==> src/rtl/sprite_pkg.sv <==
// sprite_pkg: pixel field indices, init FSM encoding and the 16x16 default mole image (pixel x in bits [x*4 +: 4])
package sprite_pkg;
  localparam int PIX_R = 3;
  localparam int PIX_G = 2;
  localparam int PIX_B = 1;
  localparam int PIX_A = 0;
  typedef enum logic {ST_INIT = 1'b0, ST_READY = 1'b1} state_e;
  localparam logic [63:0] DEFAULT_MOLE [16] = '{
    64'h0000000DD0000000,
    64'h00000DDDDDD00000,
    64'h0000DDDDDDDD0000,
    64'h000DDDDDDDDDD000,
    64'h00DD1FDDDDF1DD00,
    64'h0DDD11DDDDF1DDD0,
    64'h0DDDDDDBBDDDDDD0,
    64'h0DDDDDBBBBDDDDD0,
    64'h0DDDDDDFFDDDDDD0,
    64'h0DDDDDDFFDDDDDD0,
    64'h0DDDDDDDDDDDDDD0,
    64'hBDDDDDDDDDDDDDDB,
    64'hBBDDDDDDDDDDDDBB,
    64'h0DDDDDDDDDDDDDD0,
    64'h5555555555555555,
    64'h5555555555555555
  };
endpackage

==> src/rtl/sprite_row_ram.sv <==
// sprite_row_ram: DEPTH x WIDTH row store; ports: clk_i, write (we_i, wa_i, wd_i), registered read (ra_i -> rd_o), read-before-write
module sprite_row_ram #(
  parameter int DEPTH = 64,
  parameter int WIDTH = 64,
  localparam int AW = $clog2(DEPTH)
) (
  input  logic             clk_i,
  input  logic             we_i,
  input  logic [AW-1:0]    wa_i,
  input  logic [WIDTH-1:0] wd_i,
  input  logic [AW-1:0]    ra_i,
  output logic [WIDTH-1:0] rd_o
);
  logic [WIDTH-1:0] mem_q [DEPTH];
  always_ff @(posedge clk_i) begin
    if (we_i) mem_q[wa_i] <= wd_i;
    rd_o <= mem_q[ra_i];
  end
endmodule

==> src/rtl/sprite_bank.sv <==
// sprite_bank: multi-sprite pixel store with default-image init; ports: clk_i, rst_i, row write (wr_*_i), pixel read (rd_req_i, shape_i, xcoord_i, ycoord_i, hflip_i), pix_o, pix_valid_o, busy_o
module sprite_bank
  import sprite_pkg::*;
#(
  parameter int SPR_W = 16,
  parameter int SPR_H = 16,
  parameter int BPP = 4,
  parameter int NUM_SHAPES = 4,
  localparam int XW = $clog2(SPR_W),
  localparam int YW = $clog2(SPR_H),
  localparam int SW = NUM_SHAPES > 1 ? $clog2(NUM_SHAPES) : 1,
  localparam int RW = SPR_W * BPP
) (
  input  logic           clk_i,
  input  logic           rst_i,
  input  logic           wr_en_i,
  input  logic [SW-1:0]  wr_shape_i,
  input  logic [YW-1:0]  wr_row_i,
  input  logic [RW-1:0]  wr_data_i,
  input  logic           rd_req_i,
  input  logic [SW-1:0]  shape_i,
  input  logic [XW-1:0]  xcoord_i,
  input  logic [YW-1:0]  ycoord_i,
  input  logic           hflip_i,
  output logic [BPP-1:0] pix_o,
  output logic           pix_valid_o,
  output logic           busy_o
);
  localparam int DEPTH = NUM_SHAPES * SPR_H;
  localparam int AW = $clog2(DEPTH);
  localparam logic USE_MOLE = SPR_W == 16 && SPR_H == 16 && BPP == 4;
  function automatic logic [AW-1:0] row_addr(input logic [SW-1:0] s, input logic [YW-1:0] r);
    return AW'(s) * AW'(SPR_H) + AW'(r);
  endfunction
  state_e state_q;
  logic [AW-1:0] cnt_q;
  always_ff @(posedge clk_i) begin
    if (rst_i) begin
      state_q <= ST_INIT;
      cnt_q <= '0;
    end else if (state_q == ST_INIT) begin
      cnt_q <= cnt_q + AW'(1);
      if (cnt_q == AW'(DEPTH - 1)) state_q <= ST_READY;
    end
  end
  assign busy_o = state_q == ST_INIT;
  // The init counter walks linear row addresses, so shape 0 occupies counts below SPR_H.
  logic [RW-1:0] init_row;
  if (USE_MOLE) begin : g_mole
    assign init_row = {1'b0, cnt_q} < (AW+1)'(SPR_H) ? DEFAULT_MOLE[cnt_q[3:0]] : '0;
  end else begin : g_zero
    assign init_row = '0;
  end
  logic wr_ok, rd_ok, rd_shape_ok, x_ok, we;
  logic [AW-1:0] wa, ra;
  logic [RW-1:0] wd, row_q;
  always_comb begin
    wr_ok = wr_en_i && state_q == ST_READY && {1'b0, wr_shape_i} < (SW+1)'(NUM_SHAPES);
    rd_ok = rd_req_i && state_q == ST_READY;
    rd_shape_ok = {1'b0, shape_i} < (SW+1)'(NUM_SHAPES);
    x_ok = {1'b0, xcoord_i} < (XW+1)'(SPR_W);
    we = busy_o || wr_ok;
    wa = busy_o ? cnt_q : row_addr(wr_shape_i, wr_row_i);
    wd = busy_o ? init_row : wr_data_i;
    ra = rd_shape_ok ? row_addr(shape_i, ycoord_i) : '0;
  end
  sprite_row_ram #(.DEPTH(DEPTH), .WIDTH(RW)) u_ram (
    .clk_i(clk_i),
    .we_i (we),
    .wa_i (wa),
    .wd_i (wd),
    .ra_i (ra),
    .rd_o (row_q)
  );
  logic           s1_valid_q, s1_valid_d, s1_hit_q, s1_hit_d, pix_valid_q;
  logic [XW-1:0]  s1_col_q, s1_col_d;
  logic [BPP-1:0] pix_q, pix_d;
  always_comb begin
    s1_valid_d = rd_ok;
    s1_hit_d = rd_shape_ok && x_ok;
    s1_col_d = hflip_i ? XW'(SPR_W - 1) - xcoord_i : xcoord_i;
    pix_d = s1_valid_q && s1_hit_q ? row_q[s1_col_q*BPP +: BPP] : '0;
  end
  always_ff @(posedge clk_i) begin
    if (rst_i) begin
      s1_valid_q <= 1'b0;
      s1_hit_q <= 1'b0;
      s1_col_q <= '0;
      pix_q <= '0;
      pix_valid_q <= 1'b0;
    end else begin
      s1_valid_q <= s1_valid_d;
      s1_hit_q <= s1_hit_d;
      s1_col_q <= s1_col_d;
      pix_q <= pix_d;
      pix_valid_q <= s1_valid_q;
    end
  end
  assign pix_o = pix_q;
  assign pix_valid_o = pix_valid_q;
endmodule

==> config.mk <==
export PLATFORM = sky130hd
export DESIGN_NAME = sprite_bank
export DESIGN_NICKNAME = d
export VERILOG_FILES = /design/src/rtl/sprite_pkg.sv /design/src/rtl/sprite_row_ram.sv /design/src/rtl/sprite_bank.sv
export SDC_FILE = /design/constraint.sdc
export NUM_CORES = 2
export LEC_CHECK = 0
export BUFFER_PORTS_ARGS = -buffer_cell sky130_fd_sc_hd__buf_2
export CORE_ASPECT_RATIO = 0.9
export CORE_MARGIN = 3
export CORE_UTILIZATION = 55
export DETAILED_ROUTE_END_ITERATION = 6
export PLACE_DENSITY_LB_ADDON = 0.25
export SLEW_MARGIN = 20
export SYNTH_ARGS = -nofsm -noshare
export SYNTH_HDL_FRONTEND = slang
export SYNTH_HIERARCHICAL = 1
export SYNTH_SLANG_ARGS = --single-unit
export TNS_END_PERCENT = 10
==> constraint.sdc <==
create_clock -name clk_i -period 15.78 [get_ports clk_i]
set_input_delay 0 -clock clk_i [delete_from_list [all_inputs] [get_ports clk_i]]
set_output_delay 0 -clock clk_i [all_outputs]
set_load 0.05 [all_outputs]
==> results.md <==
* First-pass GRT wire length at 597000 um
* Post-synth top area share at 77.6%
* FF+latch count, synth at 4178
* Clock skew at 104 ps
* Overflow after GRT at 0
* Worst-Skew Late Latency at 920 ps
* Final setup fails at 0
* DIE WIDTH at 572 um
* Row Count at 186
* Initial antenna violation count at 18
* Crit end category: flop
* Number of distinct library cells after synthesis at 54
* Metal2 WL at 199000 um
* Fin nets at 7340
* Async S/R FF share, synth at 0%
* Number of global-route vias before repair at 78200
* DP HPWL at 231000 um
* Top achievable clock speed at 0.205 GHz
* Tightest Pin Transition at 1210 ps
* # fillers at 18800
* Antenna viol nets, final at 0
* Status: finished, final reports clean
* Area grow syn2layout at 12.3%
* Max-Cap Viols at 0
* GP Congestion at 0.853
* Max VDD drop at 0.141 mV
* Met1 WL at 158000 um
* WL final at 421000 um
* LEAKAGE at 57.1 nW
* Top cells by count, synth: edfxtp_1 (4096), mux4_2 (1027), buf_2 (174), a22oi_1 (168), clkbuf_1 (154)
* Clk sinks at 4178
* Core ar. at 0.286 sq mm
* Clock slew at reported path FFs at 70 ps
* DR vias at 78000
* Cell area power density at 129 mW/mm^2
* Vias per inst at 6.88
* TritonRoute pass-1 iters at 6
* Tot GR Track Use at 28.8%
* Top Metal Used: met5
* Critical path type: reg2reg
* CTS root buf: clkbuf_16
* Average wire per standard cell at 37.1 um
* Area contributors post-synth: edfxtp_1 (78%), mux4_2 (15%), dfxtp_1 (1.0%), mux2i_1 (0.91%), a22oi_1 (0.80%)
* Normalized max-slew margin at 19.2%
* Yosys synthesis warning count at 6
* Number of synthesized flops with an enable pin at 4096
* Hold crit path type: in2reg
* Cells after Synth at 6843
* Top_reg_cell synth: edfxtp_1
* Port Buffers at 90
* Syn avg cell area at 23.1 sq um
* Sequential-to-total area share from yosys stat at 78.7%
* Hold Violations, Final at 0
* Count leader, synth: edfxtp_1
* Die Y at 515 um
* Drt first-iter violations at 11700
* Worst EP arrival at 5380 ps
* Share of layout cells above drive strength 1 at 27.3%
* Post-Syn Area at 0.158 sq mm
* CP Launch Type: flop
* H-tree levels at 5
* Die outline area at 0.294 sq mm
* Met3 wire len at 45800 um
* TritonCTS clock tree: yes
* Final Cycle Share at 30.9%
* Critical Path RT at 16290 ps
* Starting Density at 55.4%
* RSZ-0062 raised after global routing: false
* Yosys top cell by area: edfxtp_1
* Residual DRC at 0
* TritonCTS Buffers at 401
* Largest net degree at the start of global routing at 120
* Syn Nets at 6934
* CTS max path bufs at 4
* I/O pin count at 91
* TNS Setup at 0 ps
* Critical-path maximum fanout at 45
* Post_cts resized at 0
* Post-layout util at 62.2%
* Min Tclk post-route at 4870 ps
* Max Slew Vio Count at 0
==> final timing paths <==
check                      from                   to  slack (ps)  cells past startpoint
hold / removal    wr_data_i[46]  u_ram/mem_q[10][46]          60                      3
hold reg to reg      s1_valid_q          pix_valid_o         540                      1
setup reg to reg       cnt_q[0]    u_ram/mem_q[7][0]       10910                      5
setup / recovery       cnt_q[0]    u_ram/mem_q[7][0]       10910                      5
==> cells by family after synthesis <==
| group | Yosys count | synth area share, % |
|---|---|---|
| buffers and inverters | 419 | 1.26 |
| AOI/OAI and AO/OA | 567 | 2.72 |
| xor gates and xnor gates | 6 | 0.0332 |
| muxes | 1189 | 15.8 |
| DFF | 4178 | 78.7 |
| and+or+nand+nor | 478 | 1.49 |
| adders and majority gates | 6 | 0.0474 |
==> sequential cells by signal (all words and copies together), names as in the netlist <==
| name | count |
|---|---|
| s1_valid_q | 1 |
| pix_o | 4 |
| u_ram/rd_o | 64 |
| s1_col_q | 4 |
| u_ram/mem_q | 4096 |
| state_q | 1 |
| pix_valid_o | 1 |
| s1_hit_q | 1 |
| cnt_q | 6 |
==> layout make-up <==
cell class | instances | area (sq um) | share of cell area [%]
well taps | 3760 | 4700 | 2.64
multi-input cells | 2246 | 32500 | 18.3
clock inverters | 209 | 2080 | 1.17
clock buffers | 515 | 10700 | 6.04
inverters | 27 | 101 | 0.0570
diodes | 12 | 30.0 | 0.0169
flip-flops and latches | 4178 | 125000 | 70.1
repair buffers | 395 | 3100 | 1.74
==> cells in the final DEF (no fill, tap or decap), types with 28 or more instances in the layout <==
| master | instances |
|---|---|
| o221ai_1 | 38 |
| a22o_1 | 89 |
| nand2_1 | 94 |
| clkinv_2 | 71 |
| buf_2 | 87 |
| nor2_1 | 62 |
| mux2i_1 | 144 |
| a22oi_1 | 168 |
| clkbuf_1 | 91 |
| nand3_1 | 49 |
| edfxtp_1 | 4096 |
| dlygate4sd3_1 | 75 |
| mux4_2 | 1027 |
| and3_1 | 65 |
| dfxtp_1 | 80 |
| a211oi_1 | 64 |
| buf_4 | 219 |
| bufinv_16 | 37 |
| or2_2 | 28 |
| nor2_4 | 65 |
| or3_1 | 32 |
| clkbuf_16 | 406 |
| o22ai_1 | 84 |
| clkinv_1 | 74 |
==> routing by layer <==
layer | vias up | global-route usage [%]
li1 | 30200 | -
met1 | 41800 | 41.7
met2 | 5116 | 44.3
met3 | 843 | 5.60
met4 | 4 | 10.9
met5 | - | 0
==> metrics by stage <==
step | total power, mW | worst slack [ps] | std cells | hold slack [ps] | instance area [sq um]
2_1_floorplan | 13.3 | 9380 | 6843 | 83.2 | 158000
3_3_place_gp | 13.7 | 10890 | 10500 | 240 | 164000
3_5_place_dp | 13.7 | 10880 | 10500 | 238 | 164000
4_1_cts | 23.1 | 11040 | 11300 | 2.69 | 178000
5_1_grt | 23.6 | 10780 | 11300 | 58.3 | 178000
6_report | 23.0 | 10910 | 11300 | 56.2 | 178000
==> power by group <==
part	switching (mW)	leakage (nW)	internal (mW)
clock network	4.02	6.26	5.41
registers	0.0488	39.0	12.3
logic	0.770	11.8	0.380
total	4.84	57.1	18.1
==> critical path, cell delays in order (launching register included) <==
cell,delay (ps)
dfxtp_1,520
inv_1,140
o21ai_0,770
nand4_1,920
nor2_4,1010
buf_4,890
==> repair_timing <==
action,4_1_cts,5_1_grt
hold buffers,68,7
endpoints found under the hold margin,2243,283
setup buffers,0,0
Power figures use the tool's default switching activity.
